--- config.mk ---
export PLATFORM = sky130hd
export DESIGN_NAME = matmul_engine
export DESIGN_NICKNAME = d
export VERILOG_FILES = /design/src/rtl/matmul_pkg.sv /design/src/rtl/mac_lane.sv /design/src/rtl/matmul_engine.sv
export SDC_FILE = /design/constraint.sdc
export NUM_CORES = 2
export LEC_CHECK = 0
export CORE_ASPECT_RATIO = 0.7
export CORE_UTILIZATION = 40
export CTS_CLUSTER_DIAMETER = 80
export DETAILED_ROUTE_END_ITERATION = 16
export PLACE_DENSITY = 0.63
export SYNTH_ARGS = -nofsm -noshare
export SYNTH_HDL_FRONTEND = slang
export SYNTH_SLANG_ARGS = --single-unit
--- constraint.sdc ---
create_clock -name clk_i -period 14.45 [get_ports clk_i]
set_clock_uncertainty 0.15 [all_clocks]
set_input_delay 1.445 -clock clk_i [delete_from_list [all_inputs] [get_ports clk_i]]
set_output_delay 1.445 -clock clk_i [all_outputs]
set_load 0.01 [all_outputs]
--- src/rtl/matmul_pkg.sv ---
// matmul_pkg: shared sizes and FSM state encoding for the matrix-multiply engine
package matmul_pkg;
  localparam int DATA_W      = 16;
  localparam int MAX_DIM     = 4;
  localparam int BUS_W       = DATA_W * MAX_DIM;
  localparam int SP_NTARGETS = 4;
  localparam int RES_W       = 2 * DATA_W;
  localparam int DIM_W       = $clog2(MAX_DIM);
  localparam int TGT_W       = $clog2(SP_NTARGETS);
  typedef enum logic [2:0] {IDLE, LOAD_B, FETCH_A, WAIT_A, MAC, WRITE, DONE} state_t;
endpackage

--- src/rtl/mac_lane.sv ---
// mac_lane: one signed multiply-accumulate lane, wrapping modulo 2^RES_W
module mac_lane
  import matmul_pkg::*;
(
  input  logic                     clk_i,
  input  logic                     reset_i,
  input  logic                     clear_i,
  input  logic                     en_i,
  input  logic signed [DATA_W-1:0] a_i,
  input  logic signed [DATA_W-1:0] b_i,
  output logic        [RES_W-1:0]  acc_o
);
  logic        [RES_W-1:0] r_acc;
  logic signed [RES_W-1:0] w_prod;
  assign w_prod = a_i * b_i;
  assign acc_o  = r_acc;
  // accumulator: cleared per result row, adds one full-width product per enabled cycle
  always_ff @(posedge clk_i or posedge reset_i) begin
    if (reset_i) r_acc <= '0;
    else if (clear_i) r_acc <= '0;
    else if (en_i) r_acc <= r_acc + w_prod;
  end
endmodule

--- src/rtl/matmul_engine.sv ---
// matmul_engine: loads B, then streams A rows through MAX_DIM MAC lanes and writes C rows
module matmul_engine
  import matmul_pkg::*;
(
  input  logic                       clk_i,
  input  logic                       reset_i,
  input  logic                       start_i,
  input  logic [DIM_W-1:0]           dim_n_i,
  input  logic [DIM_W-1:0]           dim_k_i,
  input  logic [DIM_W-1:0]           dim_m_i,
  input  logic [TGT_W-1:0]           sp_target_i,
  output logic                       op_rd_en_o,
  output logic                       op_rd_sel_o,
  output logic [DIM_W-1:0]           op_rd_addr_o,
  input  logic [BUS_W-1:0]           op_rd_data_i,
  output logic                       sp_we_o,
  output logic [TGT_W-1:0]           sp_target_o,
  output logic [DIM_W-1:0]           sp_addr_o,
  output logic [MAX_DIM*RES_W-1:0]   sp_wdata_o,
  output logic                       busy_o,
  output logic                       done_o
);
  state_t             r_state, w_next;
  logic [DIM_W-1:0]   r_n, r_kd, r_m, r_i, r_k;
  logic [TGT_W-1:0]   r_tgt;
  logic               r_phase;
  logic [BUS_W-1:0]   r_a;
  logic [DATA_W-1:0]  r_b [MAX_DIM][MAX_DIM];
  logic [RES_W-1:0]   w_acc [MAX_DIM];
  logic [DATA_W-1:0]  w_a;
  logic               w_last_k, w_last_i, w_load_issue;
  assign w_last_k     = r_k == r_kd;
  assign w_last_i     = r_i == r_n;
  assign w_load_issue = (r_state == LOAD_B) && !r_phase;
  assign w_a          = r_a[r_k*DATA_W +: DATA_W];
  // state register
  always_ff @(posedge clk_i or posedge reset_i) begin
    if (reset_i) r_state <= IDLE;
    else r_state <= w_next;
  end
  // next-state and strobed outputs; every output is zero unless its strobe is high
  always_comb begin
    w_next       = r_state;
    op_rd_en_o   = w_load_issue || (r_state == FETCH_A);
    op_rd_sel_o  = w_load_issue;
    op_rd_addr_o = w_load_issue ? r_k : (r_state == FETCH_A) ? r_i : '0;
    sp_we_o      = r_state == WRITE;
    sp_target_o  = sp_we_o ? r_tgt : '0;
    sp_addr_o    = sp_we_o ? r_i : '0;
    sp_wdata_o   = '0;
    busy_o       = r_state != IDLE;
    done_o       = r_state == DONE;
    for (int j = 0; j < MAX_DIM; j++) if (sp_we_o) sp_wdata_o[j*RES_W +: RES_W] = w_acc[j];
    case (r_state)
      IDLE:    w_next = start_i ? LOAD_B : IDLE;
      LOAD_B:  w_next = (r_phase && w_last_k) ? FETCH_A : LOAD_B;
      FETCH_A: w_next = WAIT_A;
      WAIT_A:  w_next = MAC;
      MAC:     w_next = w_last_k ? WRITE : MAC;
      WRITE:   w_next = w_last_i ? DONE : FETCH_A;
      default: w_next = IDLE;
    endcase
  end
  // datapath: latch job on start, capture operand rows, step row/column counters
  always_ff @(posedge clk_i or posedge reset_i) begin
    if (reset_i) begin
      {r_n, r_kd, r_m, r_i, r_k, r_tgt, r_phase, r_a} <= '0;
      for (int k = 0; k < MAX_DIM; k++) for (int j = 0; j < MAX_DIM; j++) r_b[k][j] <= '0;
    end else if (r_state == IDLE) begin
      if (start_i) {r_n, r_kd, r_m, r_tgt} <= {dim_n_i, dim_k_i, dim_m_i, sp_target_i};
      {r_i, r_k, r_phase} <= '0;
    end else if (r_state == LOAD_B) begin
      r_phase <= ~r_phase;
      if (r_phase) begin
        for (int j = 0; j < MAX_DIM; j++) r_b[r_k][j] <= op_rd_data_i[j*DATA_W +: DATA_W];
        r_k <= w_last_k ? '0 : r_k + 1'b1;
      end
    end else if (r_state == WAIT_A) r_a <= op_rd_data_i;
    else if (r_state == MAC) r_k <= w_last_k ? '0 : r_k + 1'b1;
    else if (r_state == WRITE) r_i <= r_i + 1'b1;
  end
  for (genvar j = 0; j < MAX_DIM; j++) begin : g_lane
    mac_lane u_lane (
      .clk_i   (clk_i),
      .reset_i (reset_i),
      .clear_i (r_state == FETCH_A),
      .en_i    ((r_state == MAC) && (DIM_W'(j) <= r_m)),
      .a_i     (w_a),
      .b_i     (r_b[r_k][j]),
      .acc_o   (w_acc[j])
    );
  end
endmodule

# Word level (Yosys, flattened, before mapping)
# Index checks and enable logic that the tools add are counted.
dict set report op_classes {
  addsub 6
  multipliers 4
  n_lt_le_gt_ge 6
  n_eq_ne 13
  n_shift 1
  n_mux 49
  n_bitwise 4
  n_reduce_logical 23
}
# operator count
set ops {}
lappend ops {{256-bit bitwise mux} 4}
lappend ops {{64-bit demux with 2-bit select} 4}
lappend ops {{32-bit 2-to-1 mux} 13}
lappend ops {{64-bit 2-to-1 mux} 3}
lappend ops {{32-bit adder} 4}
lappend ops {{64-bit binary-select mux with 2-bit select} 1}
lappend ops {{16-bit by 16-bit multiplier with 32-bit output} 4}
lappend ops {{64-bit by 7-bit indexed part select with 16-bit output} 1}
lappend ops {{48-bit 2-to-1 mux} 1}
lappend ops {{2-bit 2-to-1 mux} 16}
lappend ops {{3-bit case mux with 6 select lines} 1}
lappend ops {{16-bit 2-to-1 mux} 1}
lappend ops {{2-bit nonzero test} 6}
lappend ops {{3-bit equality test, second input constant} 3}
lappend ops {{3-bit AND reduction} 3}
lappend ops {{1-bit logical AND} 7}
lappend ops {{3-bit by 2-bit equality test with 1-bit output, second input constant} 2}
lappend ops {{3-bit nonzero test} 2}
lappend ops {{2-bit by 1-bit adder with 2-bit output, second input constant} 2}
lappend ops {{2-bit equality test} 2}
lappend ops {{1-bit by 2-bit <= comparator with 1-bit output, first input constant} 2}
lappend ops {{2-bit <= comparator, first input constant} 2}
lappend ops {{1-bit 2-to-1 mux} 4}
lappend ops {{2-bit inequality test, second input constant} 2}
lappend ops {{other kinds (14)} 16}
dict set report totals {
  regBits 464
  wordCells 135
}

# Depth between registers and ports, before layout
dict set report logic_depth {
  word_depth 9
  depth_mapped 32
  mapped_depth_nobuf 26
}

# Cells and area by module
# From an unflattened synthesis, not the netlist that was laid out.
dict set report hier_totals {
  hier_cells 6147
  area_unflattened_um2 65067.4
}
# mod n_inst cells_per_inst area_each_um2 seq_area_each_um2
set by_module_without_submodules {}
lappend by_module_without_submodules {{mac_lane (g_lane[1].u_lane ...)} 2 1275 12101.6 800.8}
lappend by_module_without_submodules {matmul_engine 1 1007 16508.3 8408.1}
lappend by_module_without_submodules {{mac_lane (g_lane[0].u_lane)} 1 1300 12238.0 800.8}
lappend by_module_without_submodules {{mac_lane (g_lane[3].u_lane)} 1 1290 12117.9 800.8}

# Worst setup path after synthesis
# OpenSTA, ideal clock, no wires.
dict set report synth_path {
  path_kind {flip-flop to flip-flop}
  from {register r_k[0]}
  to {register g_lane[3].u_lane.r_acc[30]}
  setup_ns 0.095
  arrival_ns 7.580
  required_ns 14.205
  setup_slack_ns 6.625
  path_stages_with_launch 31
  n_path_buf 6
  cell_sequence {dfrtp_1 buf_2 buf_2 buf_4 buf_2 buf_2 mux2i_1 nand2_1 o21ai_1 clkbuf_1 nor2_1 fa_1 inv_1 fa_1 fa_1 inv_1 fa_1 fa_1 inv_1 fa_1 inv_1 ha_1 a21o_1 a211oi_1 o21bai_1 a211o_1 a21oi_1 a21oi_1 o311a_1 o21a_1 o31ai_1}
}
dict set report synth_via {
  elab_chain_len 8
}
# element line
set synth_rtl {}
lappend synth_rtl {{start: declaration} matmul_engine.sv:24} ;# logic [DIM_W-1:0] r_n, r_kd, r_m, r_i, r_k;
lappend synth_rtl {{start signal: assignment} matmul_engine.sv:76} ;# r_k <= w_last_k ? '0 : r_k + 1'b1;
lappend synth_rtl {{start signal: assignment} matmul_engine.sv:79} ;# else if (r_state == MAC) r_k <= w_last_k ? '0 : r_k + 1'b1;
lappend synth_rtl {{parallel branches: the longest is 4 deep, another holds 64-bit by 7-bit indexed part select with 16-bit output} n/a}
lappend synth_rtl {{16-bit by 16-bit multiplier with 32-bit output *} mac_lane.sv:15} ;# assign w_prod = a_i * b_i;
lappend synth_rtl {{32-bit adder *} mac_lane.sv:21} ;# else if (en_i) r_acc <= r_acc + w_prod;
lappend synth_rtl {{32-bit 2-to-1 mux *} mac_lane.sv:21}
lappend synth_rtl {{32-bit 2-to-1 mux *} mac_lane.sv:20} ;# else if (clear_i) r_acc <= '0;
lappend synth_rtl {{end signal: assignment} mac_lane.sv:21}
lappend synth_rtl {{end: declaration} mac_lane.sv:13} ;# logic [RES_W-1:0] r_acc;
# Mark *: on every way between the ends. The select of a mux whose other input is x is not followed.
# A chain may end at the register's enable or synchronous reset.

# Worst setup path after layout
dict set report layout_path {
  from {register r_k[0]}
  to {register g_lane[2].u_lane.r_acc[30]}
}
dict set report layout_via {
  elab_chain_len 8
}
# element line
set layout_rtl {}
lappend layout_rtl {{parallel branches: the longest is 4 deep, another holds 64-bit by 7-bit indexed part select with 16-bit output} n/a}
lappend layout_rtl {{16-bit by 16-bit multiplier with 32-bit output *} mac_lane.sv:15}
lappend layout_rtl {{32-bit adder *} mac_lane.sv:21}
lappend layout_rtl {{32-bit 2-to-1 mux *} mac_lane.sv:21}
lappend layout_rtl {{32-bit 2-to-1 mux *} mac_lane.sv:20}
lappend layout_rtl {{end signal: assignment} mac_lane.sv:21}
lappend layout_rtl {{end: declaration} mac_lane.sv:13}
# Marked as above.

==> flow_summary_export.csv <==
group,metric,value,unit
status,outcome,"completed",
clock_network,root_buffer,"clkbuf_16",
setup_path,crit_buf_inv,6,
synthesis,synthArstFlopShare,1.00,
drt,drtIter0Drc,3541,
synthesis,netlist.area_leader.share,0.370,
hold_path,hp-class,"reg2reg",
clock_network,post_cts_buffers,0,
finish,fin_nets,8098,
setup_path,critPathCaptureType,"register",
setup_path,slowest_delay,0.85,ns
clock_network,htreeDepth,2,
sta,drv_slew,0,
floorplanning,die_area,160000,µm²
sta,fmax,108,MHz
setup_path,slowest_stage,"o21ai_2",
drt,drc,0,
synthesis,synth_area_leader_cell,"fa_1",
sta,timing.final.crit_share,0.642,
clock_network,cts_hold_buf,0,
drt,drt_wl_total,180,mm
clock_network,cts_made_buffers,52,
drt,wl_per_cell,20.9,µm
synthesis,synthesis.nets,8027,
setup_path,cp_max_fo,34,
finish,fill_cells,14797,
synthesis,synth.most_common_cell,"inv_1",
global_route,grt_usage,0.233,
drt,first_pass_iters,6,
floorplanning,die_h,334,µm
sta,worst_slew_pin_slew,1.17,ns
floorplanning,core-area,156000,µm²
drt,viasPerCell,5.17,
finish,final_core_util,0.446,
global_route,grt-ovfl-total,0,
global_route,grt_pass1_vias,47999,
job,max_cap_violations,0,
sta,layout_min_cycle_time,9.27,ns
setup_path,criticalPathCategory,"reg2reg",
sta,finalSetupTns,0,ns
setup_path,crit_path_frequent_cell,"fa_1",
synthesis,synth_area_per_cell,9.89,µm²
clock_network,clk_pin_slew,0.07,ns
placed_design,hpwl,138,mm
drt,num_vias,44485,
synthesis,synth_flop_cell,"dfrtp_1",
finish,area_delta_synth_final,10.2,%
sta,setup_viol,0,
sta,rsz0062_at_grt,"false",
synthesis,yosysUniqueCellTypes,67,
clock_network,insertion_delay,0.69,ns
setup_path,crit_arrival,9.66,ns
placed_design,io_buffers,213,
setup_path,r2r_slack,5.18,ns
sta,slew_headroom,0.218,
finish,drive_gt1_frac,0.104,
clock_network,cts_tree,"done",
synthesis,syn_area,63200,µm²
drt,ant_nets,0,
setup_path,required,14.84,ns
clock_network,clock_path_buffers,3,
floorplanning,rows,121,
placed_design,gp_congestion,0.886,
floorplanning,start_util,0.405,
setup_path,critical_path.top_delay_family,"adder cells",
synthesis,synth-edff-count,0,
sta,hold_violations,0,
global_route,antenna_found_initial,22,
floorplanning,pin_count,214,
clock_network,cts_resized,0,
clock_network,cts.sinks,464,
setup_path,start_kind,"register",
synthesis,ys_seq_area_frac,0.184,
synthesis,ys_warn_count,0,
floorplanning,die_x,477,µm
synthesis,synth_area_leaders,"fa_1, dfrtp_1, inv_1, ha_1, mux2_2",
synthesis,synthTopCellsByCount,"inv_1, fa_1, nand2_1",
synthesis,ys_ff_latch,464,
global_route,grt_max_degree,95,
sta,holdWs,0.353,ns
global_route,grt_pass1_wl,286,mm
synthesis,syn_inst,6388,
## cell type report
type / count / area, µm² / share of cell area
Clock buffer: 65 / 1450 / 0.0208
Multi-Input combinational cell: 4270 / 45500 / 0.654
Inverter: 1361 / 5110 / 0.0734
Tap cell: 2091 / 2620 / 0.0376
Timing Repair Buffer: 310 / 2860 / 0.0411
Sequential cell: 464 / 11600 / 0.167
Antenna cell: 9 / 22.5 / 0.000323
Clock inverter: 32 / 429 / 0.00616
## per-stage QoR
stage	instance area (µm²)	worst slack (ns)	cells
3_3_place_gp	67700	5.37	8496
4_1_cts	69600	5.27	8593
6_report	69600	5.18	8602
5_1_grt	69600	4.81	8601
3_5_place_dp	67700	5.31	8496
2_1_floorplan	63200	6.57	6388
## cells by family (layout without fill, tap and decap cells)
logic type / count (synthesis) / in the layout / share of synthesized area
adders and majority gates: 1564 / 1564 / 0.449
buffers and inverters: 1654 / 1768 / 0.0989
AOI/OAI and AO/OA: 497 / 497 / 0.0484
muxes: 463 / 463 / 0.0864
other: 0 / 9 / 0
xor gates and xnor gates: 161 / 161 / 0.0223
and+or+nand+nor: 1585 / 1585 / 0.112
DFF: 464 / 464 / 0.184
## per-layer routing
layer	wire (µm)	global-route usage	vias to the layer above
met5	45	0	-
met4	5040	0.0639	6
met3	16400	0.0552	266
met2	80400	0.362	1692
met1	78100	0.325	22837
li1	-	-	19684
## worst paths after layout
check,depth (start not counted),end,startpoint
worst min register to register,1,r_tgt[0],r_tgt[0]
max in group asynchronous,5,r_b[31],reset_i
worst min-delay path,1,r_tgt[0],r_tgt[0]
worst max-delay path,25,g_lane[2].u_lane.acc_o[30],r_k[0]
min in group asynchronous,2,g_lane[1].u_lane.acc_o[17],reset_i
worst max register to register,25,g_lane[2].u_lane.acc_o[30],r_k[0]
## registers in the layout, indices dropped and copies added (netlist names)
name and flops:
r_a 64, r_n 2, r_phase 1, r_b 256, r_tgt 2, g_lane.u_lane.acc_o 128
r_kd 2, r_state 3, r_i 2, r_m 2, r_k 2
## layout by cell type, fill, tap and decap left out, types with 101 or more instances in the layout
master / count
inv_1: 1356
fa_1: 1168
nand2_1: 615
nor2_1: 482
dfrtp_1: 461
ha_1: 396
mux2_2: 379
clkdlybuf4s50_1: 213
and3_1: 147
o21ai_0: 124
and2_1: 108
a21oi_1: 101
Power is left out: the tool's default activity adds up to more than one toggle a clock period on the data nets, which glitch-free logic cannot reach.
